## src/rtl/spike_aer_encoder.sv

```systemverilog
// Converts a block-major spike raster stream into address-event packets {block, neuron, value}.
// Define AER_TIMESTAMP_EN to prepend a 16-bit per-frame cycle timestamp to every event.
module spike_aer_encoder #(
    parameter int T  = 8,
    parameter int N  = 16,
    parameter int NN = 16,
    parameter int NU = 8,
    localparam int TA = $clog2(T),
    localparam int NA = $clog2(N),
    localparam int CW = $clog2(T*N+1),
`ifdef AER_TIMESTAMP_EN
    localparam int DW = TA+NA+NU+16
`else
    localparam int DW = TA+NA+NU
`endif
) (
    input  logic          aclk,
    input  logic          aresetn,
    input  logic          s_axis_tvalid,
    output logic          s_axis_tready,
    input  logic [NN-1:0] s_axis_tdata,
    input  logic [NU-1:0] s_axis_tuser,
    input  logic          s_axis_tlast,
    output logic          m_aer_tvalid,
    input  logic          m_aer_tready,
    output logic [DW-1:0] m_aer_tdata,
    output logic          m_aer_tlast,
    output logic          frame_done,
    output logic [CW-1:0] spike_count,
    output logic          frame_error
);

    typedef enum logic [0:0] {RUN = 1'b0, FLUSH = 1'b1} state_t;

    localparam logic [TA-1:0] BLK_MAX = TA'(T-1);
    localparam logic [NA-1:0] NRN_MAX = NA'(N-1);
    localparam logic [CW-1:0] CNT_MAX = CW'(T*N);

    state_t        state_r;
    logic [TA-1:0] blk_r;
    logic [NA-1:0] nrn_r;
    logic          pend_valid_r;
    logic [DW-1:0] pend_data_r;
    logic          out_valid_r;
    logic          out_last_r;
    logic [DW-1:0] out_data_r;
    logic [CW-1:0] cnt_r;
    logic [CW-1:0] frame_cnt_r;
    logic [CW-1:0] spike_count_r;
    logic          frame_done_r;
    logic          frame_error_r;

    logic          out_free_s;
    logic          drain_s;
    logic          accept_s;
    logic          spk_s;
    logic          last_idx_s;
    logic          eof_s;
    logic [DW-1:0] new_ev_s;
    logic          unused_s;

    function automatic logic [CW-1:0] sat_inc(input logic [CW-1:0] c, input logic inc);
        logic [CW-1:0] r;
        if (inc && (c != CNT_MAX)) r = c + CW'(1);
        else                       r = c;
        return r;
    endfunction

    assign drain_s       = out_valid_r & m_aer_tready;
    assign out_free_s    = ~out_valid_r | m_aer_tready;
    assign s_axis_tready = aresetn & (state_r == RUN) & out_free_s;
    assign accept_s      = s_axis_tvalid & s_axis_tready;
    assign spk_s         = (s_axis_tuser != {NU{1'b0}});
    assign last_idx_s    = (blk_r == BLK_MAX) & (nrn_r == NRN_MAX);
    assign eof_s         = accept_s & (s_axis_tlast | last_idx_s);
    assign unused_s      = ^s_axis_tdata;

`ifdef AER_TIMESTAMP_EN
    logic [15:0] ts_r;
    logic [15:0] ts_now_s;
    logic        first_s;

    assign first_s  = (blk_r == {TA{1'b0}}) & (nrn_r == {NA{1'b0}});
    assign ts_now_s = first_s ? 16'd0 : ts_r;
    assign new_ev_s = {ts_now_s, blk_r, nrn_r, s_axis_tuser};

    // Free-running stamp, restarted by the first accepted beat of each frame
    always_ff @(posedge aclk or negedge aresetn) begin
        if (!aresetn) begin
            ts_r <= 16'd0;
        end else if (accept_s && first_s) begin
            ts_r <= 16'd1;
        end else begin
            ts_r <= ts_r + 16'd1;
        end
    end
`else
    assign new_ev_s = {blk_r, nrn_r, s_axis_tuser};
`endif

    // Index counters, one-deep pending event, output register and frame bookkeeping
    always_ff @(posedge aclk or negedge aresetn) begin
        if (!aresetn) begin
            state_r       <= RUN;
            blk_r         <= {TA{1'b0}};
            nrn_r         <= {NA{1'b0}};
            pend_valid_r  <= 1'b0;
            pend_data_r   <= {DW{1'b0}};
            out_valid_r   <= 1'b0;
            out_last_r    <= 1'b0;
            out_data_r    <= {DW{1'b0}};
            cnt_r         <= {CW{1'b0}};
            frame_cnt_r   <= {CW{1'b0}};
            spike_count_r <= {CW{1'b0}};
            frame_done_r  <= 1'b0;
            frame_error_r <= 1'b0;
        end else begin
            frame_done_r <= 1'b0;
            if (drain_s) begin
                out_valid_r <= 1'b0;
                if (out_last_r) begin
                    frame_done_r  <= 1'b1;
                    spike_count_r <= frame_cnt_r;
                end
            end
            if (accept_s) begin
                // early tlast or missing tlast at the final index
                if (s_axis_tlast ^ last_idx_s) frame_error_r <= 1'b1;
                if (eof_s) begin
                    blk_r <= {TA{1'b0}};
                    nrn_r <= {NA{1'b0}};
                end else if (nrn_r == NRN_MAX) begin
                    nrn_r <= {NA{1'b0}};
                    blk_r <= blk_r + TA'(1);
                end else begin
                    nrn_r <= nrn_r + NA'(1);
                end
            end
            case (state_r)
                RUN: begin
                    if (eof_s) begin
                        cnt_r       <= {CW{1'b0}};
                        frame_cnt_r <= sat_inc(cnt_r, spk_s);
                        if (spk_s && pend_valid_r) begin
                            out_valid_r <= 1'b1;
                            out_data_r  <= pend_data_r;
                            out_last_r  <= 1'b0;
                            pend_data_r <= new_ev_s;
                            state_r     <= FLUSH;
                        end else if (spk_s) begin
                            out_valid_r <= 1'b1;
                            out_data_r  <= new_ev_s;
                            out_last_r  <= 1'b1;
                        end else if (pend_valid_r) begin
                            out_valid_r  <= 1'b1;
                            out_data_r   <= pend_data_r;
                            out_last_r   <= 1'b1;
                            pend_valid_r <= 1'b0;
                        end else begin
                            frame_done_r  <= 1'b1;
                            spike_count_r <= {CW{1'b0}};
                        end
                    end else if (accept_s && spk_s) begin
                        cnt_r <= sat_inc(cnt_r, 1'b1);
                        if (pend_valid_r) begin
                            out_valid_r <= 1'b1;
                            out_data_r  <= pend_data_r;
                            out_last_r  <= 1'b0;
                        end
                        pend_data_r  <= new_ev_s;
                        pend_valid_r <= 1'b1;
                    end
                end
                FLUSH: begin
                    if (out_free_s) begin
                        out_valid_r  <= 1'b1;
                        out_data_r   <= pend_data_r;
                        out_last_r   <= 1'b1;
                        pend_valid_r <= 1'b0;
                        state_r      <= RUN;
                    end
                end
                default: state_r <= RUN;
            endcase
        end
    end

    assign m_aer_tvalid = out_valid_r;
    assign m_aer_tdata  = out_data_r;
    assign m_aer_tlast  = out_last_r;
    assign frame_done   = frame_done_r;
    assign spike_count  = spike_count_r;
    assign frame_error  = frame_error_r;

endmodule

```

## config.mk

```make
export PLATFORM = sky130hd
export DESIGN_NAME = spike_aer_encoder
export DESIGN_NICKNAME = d
export VERILOG_FILES = /design/src/rtl/spike_aer_encoder.sv
export SDC_FILE = /design/constraint.sdc
export NUM_CORES = 1
export LEC_CHECK = 0
export ABC_AREA = 0
export CAP_MARGIN = 15
export CORE_AREA = 2 2 112 114
export DETAILED_ROUTE_END_ITERATION = 10
export DIE_AREA = 0 0 114 116
export PLACE_DENSITY = 0.56
export SLEW_MARGIN = 15
export SYNTH_ARGS = -nofsm -noshare
export SYNTH_HDL_FRONTEND = slang
export SYNTH_SLANG_ARGS = --single-unit
```

## constraint.sdc

```tcl
create_clock -name aclk -period 2.8 [get_ports aclk]
set_input_delay 0.56 -clock aclk [delete_from_list [all_inputs] [get_ports aclk]]
set_output_delay 0.56 -clock aclk [all_outputs]
set_load 0.02 [all_outputs]
```

## Word level (Yosys, flattened, before mapping)

Index checks and enable logic that the tools add are counted.

| operators by class | value |
|---|---|
| reduce and logical (&&, ||, !) cells | 15 |
| bitwise logic cells | 11 |
| equal/unequal tests | 10 |
| multiplexer cells | 58 |
| add/sub/neg operators | 3 |

Operators with widths:

| cell | number |
|---|---|
| $mux 15 | 9 |
| $mux 8 | 11 |
| $pmux 15 s2 | 1 |
| $mux 1 | 29 |
| $ne 3x3->1 const B | 3 |
| $add 8x1->8 const B | 1 |
| $mux 4 | 2 |
| $ne 8x8->1 const B | 1 |
| $pmux 1 s2 | 4 |
| $reduce_and 2->1 | 4 |
| $reduce_and 4->1 | 2 |
| $reduce_bool 8->1 | 1 |
| $and 1x1->1 | 6 |
| $mux 3 | 2 |
| $reduce_and 3->1 | 2 |
| $reduce_bool 2->1 | 3 |
| $add 4x1->4 const B | 1 |
| $eq 4x4->1 const B | 1 |
| $ne 2x1->1 const B | 2 |
| $ne 4x3->1 const B | 1 |
| $add 3x1->3 const B | 1 |
| $eq 3x3->1 const B | 1 |
| $logic_and 1x1->1 | 3 |
| $ne 3x2->1 const B | 1 |
| other kinds (3) | 5 |

| storage, ports and cells | value |
|---|---|
| bits in registers | 67 |
| bits of input ports | 29 |
| output and inout bits | 28 |
| logic and storage cells | 110 |

## Longest topological paths before layout

Gate-level depths: netlist of the first run.

| depth | value |
|---|---|
| word-level depth | 8 |
| depth in mapped cells | 11 |
| depth with buffers taken out | 9 |

## Worst setup path after synthesis of the first run

Ideal clock, no wire load.

| timing | value |
|---|---|
| kind | register to register |
| start | register blk_r[0] |
| end | register pend_data_r[3] |
| period minus slack after synthesis | 2,648 ps |
| buffers on the path | 2 |
| cell stages (with the launch flop) | 10 |
| data arrival time | 2,523 ps |
| path slack | 152 ps |
| library setup time | 125 ps |
| data required time | 2,675 ps |
| cells stage by stage | dfrtp_1 > ha_1 > ha_1 > nand4_1 > ha_1 > clkbuf_1 > inv_1 > a2111oi_4 > buf_2 > mux2_2 |

| on the way | value |
|---|---|
| word-level cells in the longest chain between the ends | 6 |
| elaborated cells between the ends (all ways) | 8 |
| classes of those cells | 2 x eq/ne; 1 x mux; 3 x bitwise; 2 x reduce/logical |

RTL lines:

| element | RTL line | RTL |
|---|---|---|
| start: declaration | 40 | `logic [TA-1:0] blk_r;` |
| start signal: assignment | 105 | `blk_r <= {TA{1'b0}};` |
| start signal: assignment | 130 | `blk_r <= {TA{1'b0}};` |
| start signal: assignment | 134 | `blk_r <= blk_r + TA'(1);` |
| $eq 3x3->1 (*) | 74 | `assign last_idx_s = (blk_r == BLK_MAX) & (nrn_r == NRN_MAX);` |
| $and 1x1->1 (*) | 74 |  |
| $or 1x1->1 (*) | 75 | `assign eof_s = accept_s & (s_axis_tlast \| last_idx_s);` |
| $and 1x1->1 (*) | 75 |  |
| $ne 2x1->1 (no source line) or $reduce_bool 2->1 (tied branches) | n/a |  |
| $reduce_and 3->1 (no source line) | n/a |  |
| end signal: assignment | 108 | `pend_data_r <= {DW{1'b0}};` |
| end signal: assignment | 148 | `pend_data_r <= new_ev_s;` |
| end signal: assignment | 170 | `pend_data_r <= new_ev_s;` |
| end: declaration | 43 | `logic [DW-1:0] pend_data_r;` |

Mark *: on every way between the ends. The rest lies on a longest branch, timed or not.
A chain may end at the register's enable or synchronous reset.

## Worst setup path after layout of the first run

| timing | value |
|---|---|
| start | input m_aer_tready |
| end | output s_axis_tready |

| on the way | value |
|---|---|
| word-level cells in the longest chain between the ends | 2 |

RTL lines:

| element | RTL line | RTL |
|---|---|---|
| start: declaration | 25 | `input logic m_aer_tready,` |
| $or 1x1->1 | 70 | `assign out_free_s = ~out_valid_r \| m_aer_tready;` |
| $and 1x1->1 | 71 | `assign s_axis_tready = aresetn & (state_r == RUN) & out_free_s;` |
| end: declaration | 20 | `output logic s_axis_tready,` |

Every way passes these cells.

==> run metrics, run 1 <==
synthesized area=3548 um2; share of cells above drive strength 1=between 20% and 30%; DRT iter0 DRCs=161; final instance area=4644 um2; Fill cells=1,183; Period minus WS final=2704 ps; GRT overflow=0; CTS buffer count=9; Setup CP Type=in2out; P&R area growth vs syn=30.89%; max cap viols=0; EDFF count, synth=0; final hold vios=0; clk root buf=clkbuf_16; Longest Clk Path Bufs=2; Setup WS post-layout=96.16 ps; DRT Wirelength=9.122 mm; WP data required=2240 ps; Via density=5.107; Setup Skew=around 3.6 ps; R2R setup slack=360 ps; startpoint types=primary input; status=finished clean; Final setup viols=0; sequential cell area=1677 um2; hpwl dp=6.185 mm; sequential area share after synthesis=between 40% and 50%; Worst Setup End Kind=output pin; Peak VDD IR=0.0003030 V; Core Box Area=11,910 um2; cts hold-fix bufs=0; ant diodes=0; Pwr per Cell Area=974.3 nW/um2; Main synth FF type=dfrtp_1; starting density of the core=29.79%; nets=456; syn nets=around 380; Max FO, Critical Path=7; initial antenna violation count=0; Vias=2,921; count of cell types in the netlist=53; ys async rst share=100.0%; final number of max-transition violations=0; Hold WC Path Type=reg2reg; WL/cell=around 16 um; Die Wd=114 um; P_leak=2.015 nW; Synthesis Warnings=0; vias in the first global route=3,075; H-tree depth=3; Yosys reg bits=67; GP Congestion=0.7986; Skew-Pair Late Insertion Delay=330 ps; clock-pin transition on the worst setup and hold timing paths=50 ps; Slew @ Worst Pin=897.3 ps; DRC=0; # IOs=57; Rows=40; remaining antenna violation count=0; GRT Total Usage=15.05%; die area=13,220 um2; TritonCTS clock tree=done; Slew headroom=between 40% and 50%; PortBufs=40; placed instance area=4330 um2; largest net degree at the start of global routing=69; Max Fclk=0.3698 GHz; DR pass1 iterations=5; first-pass GRT wire length=15.59 mm; DP Worst Slack=-287.1 ps; final worst path period share=a little over nine tenths; CTS sink count=67; chip height=about 120 um; multi-input logic area=approximately 1700 um2; setup TNS=0 ps; syn avg cell area=just over 10 um2; Mapped Cells=348; RSZ-0062 raised after global routing=no; critical path arrival=~2100 ps
==> timing repair <==
action	in CTS	in global routing
pin swaps	1	0
cloned	0	0
endpoints found under the setup margin	4	7
resized for setup	0	1
buffers inserted	4	0
==> synthesized netlist by cell type (3+ instances only) <==
library cell | count | area (um2)
mux2_1 | 4 | 45.04
o21ai_1 | 3 | 15.01
a222oi_1 | 8 | 80.08
xnor2_1 | 3 | 26.28
xor2_1 | 4 | 35.03
buf_2 | 10 | 50.05
nand2_1 | 44 | 165.2
a21oi_1 | 35 | 175.2
nor2_1 | 13 | 48.80
ha_1 | 6 | 75.07
nand4_1 | 3 | 18.77
o21ai_0 | 14 | 70.07
mux2i_1 | 6 | 60.06
o211a_1 | 3 | 30.03
inv_1 | 9 | 33.78
clkbuf_1 | 10 | 37.54
a21o_1 | 4 | 30.03
nand3_1 | 14 | 70.07
nor2b_1 | 3 | 18.77
a32oi_1 | 4 | 35.03
mux2_2 | 25 | 281.5
o211ai_1 | 4 | 30.03
dfrtp_1 | 67 | 1677
and3_1 | 6 | 37.54
a31oi_1 | 6 | 37.54
nor3_1 | 3 | 15.01
buf_6 | 3 | 33.78
==> sequential cells by signal (all words and copies together) (netlist names), 3 cells and up <==
register / flops
cnt_r: 8
m_aer_tdata: 15
pend_data_r: 15
spike_count: 8
blk_r: 3
frame_cnt_r: 8
nrn_r: 4
==> routing by layer <==
| metal | GRT usage (%) | routed length (um) | vias up |
|---|---|---|---|
| met1 | 19.50 | 4297 | 1431 |
| met4 | 6.829 | 170 | 0 |
| met3 | 2.929 | 304 | 16 |
| met2 | 24.48 | 4349 | 55 |
| met5 | 0 | 0 | - |
| li1 | - | - | 1419 |
==> placed cells by master, fill, tap and decap left out, drive strengths merged, types with 4 or more instances in the layout <==
cell type / instances
a21o: 4
a21oi: 37
a222oi: 8
a31oi: 6
a32oi: 4
and3: 6
buf: 47
clkbuf: 12
clkdlybuf4s50: 39
dfrtp: 67
ha: 6
inv: 9
mux2: 29
mux2i: 6
nand2: 44
nand3: 15
nor2: 14
nor2b: 4
nor3: 4
o211ai: 4
o21ai: 17
xor2: 4
==> per-stage QoR <==
stage	hold slack [ps]	total power, mW	cells	util [%]
after floorplan	264.4	2.708	348	-
after global placement	440.9	3.407	553	36.36
after global routing	485.4	4.838	572	38.99
final	470.5	4.525	572	38.99
after CTS	473.2	4.566	572	38.93
after detailed placement	448.1	3.456	553	36.36
==> kinds of logic (layout without fill, tap and decap cells) <==
logic type | Yosys count | count (layout) | share of synthesized area, %
compound gates | 99 | 99 | 19.53
xor+xnor | 7 | 7 | 1.728
fa+ha+maj | 6 | 6 | 2.116
buf+inv | 33 | 110 | 4.478
flops | 67 | 67 | 47.25
mux | 35 | 35 | 10.90
simple gates | 101 | 101 | 14.00
==> critical path: stages <==
cell and delay (ps):
clkdlybuf4s50_1 470, nand2b_1 170, buf_4 170, and2_1 160, clkdlybuf4s50_1 610
==> where the power goes <==
part	internal, mW	switching (mW)
combinational	0.925	0.874
clock	0.681	0.391
sequential	1.35	0.300
==> final cells by class <==
type,count,share of cell area (%)
multi-input combinational,248,37.04
timing repair buffer,86,16.22
sequential,67,36.10
tap,147,3.960
clock inverter,3,0.8621
clock buffer,12,5.092
inverter,9,0.7274
==> path summary, 6_finish.rpt <==
kind | startpoint | endpoint | cells past startpoint
setup reg to reg | blk_r[0] | m_aer_tdata[0] | 11
max in group asynchronous | aresetn | m_aer_tdata[12] | 3
min in group asynchronous | aresetn | cnt_r[6] | 3
hold / removal | frame_error | frame_error | 1
setup / recovery | m_aer_tready | s_axis_tready | 5
hold reg to reg | frame_error | frame_error | 1
Power figures use the tool's default switching activity.
==> run 2: changes to the inputs <==
Settings changed: SLEW_MARGIN 15 to 20.
==> results of run 2 <==
Same layout as run 1: the final DEF is identical, and so are final timing and power.
==> run 3: changes to the inputs <==
Settings changed: CTS_BUF_LIST from default to sky130_fd_sc_hd__clkbuf_4.
==> run 3 against run 2 <==
Final area decreased by 3.1%. Total power decreased by 10%. Sequential cell count unchanged. Wire length decreased by 0.39%. Combinational power about the same. Sequential share of layout area increased by 1.2 points. Setup slack improved by 13 ps. Maximum frequency increased by 0.49%. Clock skew increased by 3.8 ps. Highest routed layer unchanged.
==> run metrics, run 3 (synthesis results as in run 1) <==
remaining antenna violation count=0 (unchanged); GRT Total Usage=15.05% (about the same); Setup WS post-layout=109.4 ps (+13.27 ps); critical path arrival=2130 ps (about the same); final hold vios=0 (unchanged); Skew-Pair Late Insertion Delay=410 ps (+80 ps); DRT iter0 DRCs=190 (+18%); max cap viols=0 (unchanged); Final setup viols=0 (unchanged); final worst path period share=96.09% (-0.47 points); Peak VDD IR=0.0002155 V (-29%); GRT overflow=0 (unchanged); RSZ-0062 raised after global routing=no; clk root buf=clkbuf_4; startpoint types=primary input; GP Congestion=0.7986 (unchanged); Via density=5.113 (+0.13%); TritonCTS clock tree=done; Setup CP Type=in2out; P_leak=1.956 nW (-2.9%); PortBufs=40 (unchanged); initial antenna violation count=1 (+1); WL/cell=15.86 um (-0.57%); first-pass GRT wire length=15.57 mm (-0.13%); Rows=40 (unchanged); Longest Clk Path Bufs=2 (unchanged); Max FO, Critical Path=7 (unchanged); cts hold-fix bufs=0 (unchanged); Fill cells=1,201 (+1.5%); CTS buffer count=9 (unchanged); Slew @ Worst Pin=873.1 ps (-24.26 ps); # IOs=57 (unchanged); starting density of the core=29.79% (unchanged); most common cell after layout, fill and taps aside=dfrtp_1; share of cells above drive strength 1=22.82% (+0.71 points); P&R area growth vs syn=26.83%; H-tree depth=3 (unchanged); final hold slack=481.7 ps (+11.22 ps); Period minus WS final=2691 ps (-13.27 ps); largest net degree at the start of global routing=69 (unchanged); Pwr per Cell Area=904.4 nW/um2 (-7.2%); nets=456 (unchanged); Worst Setup End Kind=output pin; WP data required=2240 ps (about the same); DRC=0 (unchanged); DRT Wirelength=9.086 mm (-0.39%); final number of max-transition violations=0 (unchanged); die area=13,220 um2 (unchanged); Setup Skew=7.454 ps (+3.844 ps); Die Wd=114 um (unchanged); chip height=116 um (unchanged); status=finished clean; DR pass1 iterations=5 (unchanged); Hold WC Path Type=reg2reg; Slew headroom=41.79% (+1.6 points); commonest cells after routing, fill and taps aside=dfrtp_1, buf_4, nand2_1; clock-pin transition on the worst setup and hold timing paths=100 ps (+50 ps); Vias=2,930 (+0.31%); CTS sink count=67 (unchanged); hpwl dp=6.185 mm (unchanged); Max Fclk=0.3717 GHz (+0.49%); Core Box Area=11,910 um2 (unchanged); Power Total=4.070 mW (-10%); DP Worst Slack=-287.1 ps (unchanged); vias in the first global route=3,080 (+0.16%)
==> run 3: cell count changes in the layout (fill, tap and decap cells not counted), sizes merged <==
cell,change
diode,+1
==> run 3: cell type report <==
type	instances	area, um2	area share (%)
timing repair buffer	86	753.2	16.74
tap	147	183.9	4.087
clock inverter	3	40.04	0.8896
sequential	67	1677	37.25
multi-input combinational	248	1720	38.23
antenna	1	2.502	0.05560
inverter	9	33.78	0.7506
clock buffer	12	90.09	2.002
==> run 3: per-stage QoR <==
stage          utilization [%]  instances  cell area [um2]  setup TNS (ps)
2_1_floorplan                -        348             3548               0
3_3_place_gp             36.36        553             4330           -5228
3_5_place_dp             36.36        553             4330           -5559
4_1_cts                  37.70        572             4491               0
5_1_grt                  37.78        573             4501               0
6_report                 37.78        573             4501               0
==> run 3: routing by layer <==
| layer | track usage [%] | part of all wire [%] | vias up |
|---|---|---|---|
| met3 | 3.243 | 3.5 | 10 |
| met5 | 0 | 0 | - |
| li1 | - | - | 1423 |
| met4 | 6.504 | 1.7 | 0 |
| met1 | 19.72 | 47 | 1444 |
| met2 | 24.13 | 48 | 53 |
==> run 3: path summary, 6_finish.rpt <==
path	cells past startpoint	from	end	slack [ps]
min reg2reg	1	frame_error	frame_error	480
max in group asynchronous	3	aresetn	frame_done	1740
min in group asynchronous	3	aresetn	cnt_r[6]	510
min	1	frame_error	frame_error	480
max reg2reg	11	blk_r[0]	m_aer_tdata[1]	350
max	5	m_aer_tready	s_axis_tready	110
==> run 3: what timing repair did <==
item	4_1_cts	5_1_grt
pin swaps	1	0
buffers inserted	4	0
endpoints found under the setup margin	4	13
gates resized for setup	0	1
==> run 3: where the power goes <==
part / internal (mW) / switching, mW / leakage, nW
logic: 0.925 / 0.873 / 1.06
registers: 1.35 / 0.298 / 0.817
clock network: 0.296 / 0.332 / 0.0772
==> run 3: worst max-delay path: stages <==
cell             delay [ps]
clkdlybuf4s50_1         470
nand2b_1                170
buf_4                   160
and2_1                  150
clkdlybuf4s50_1         610
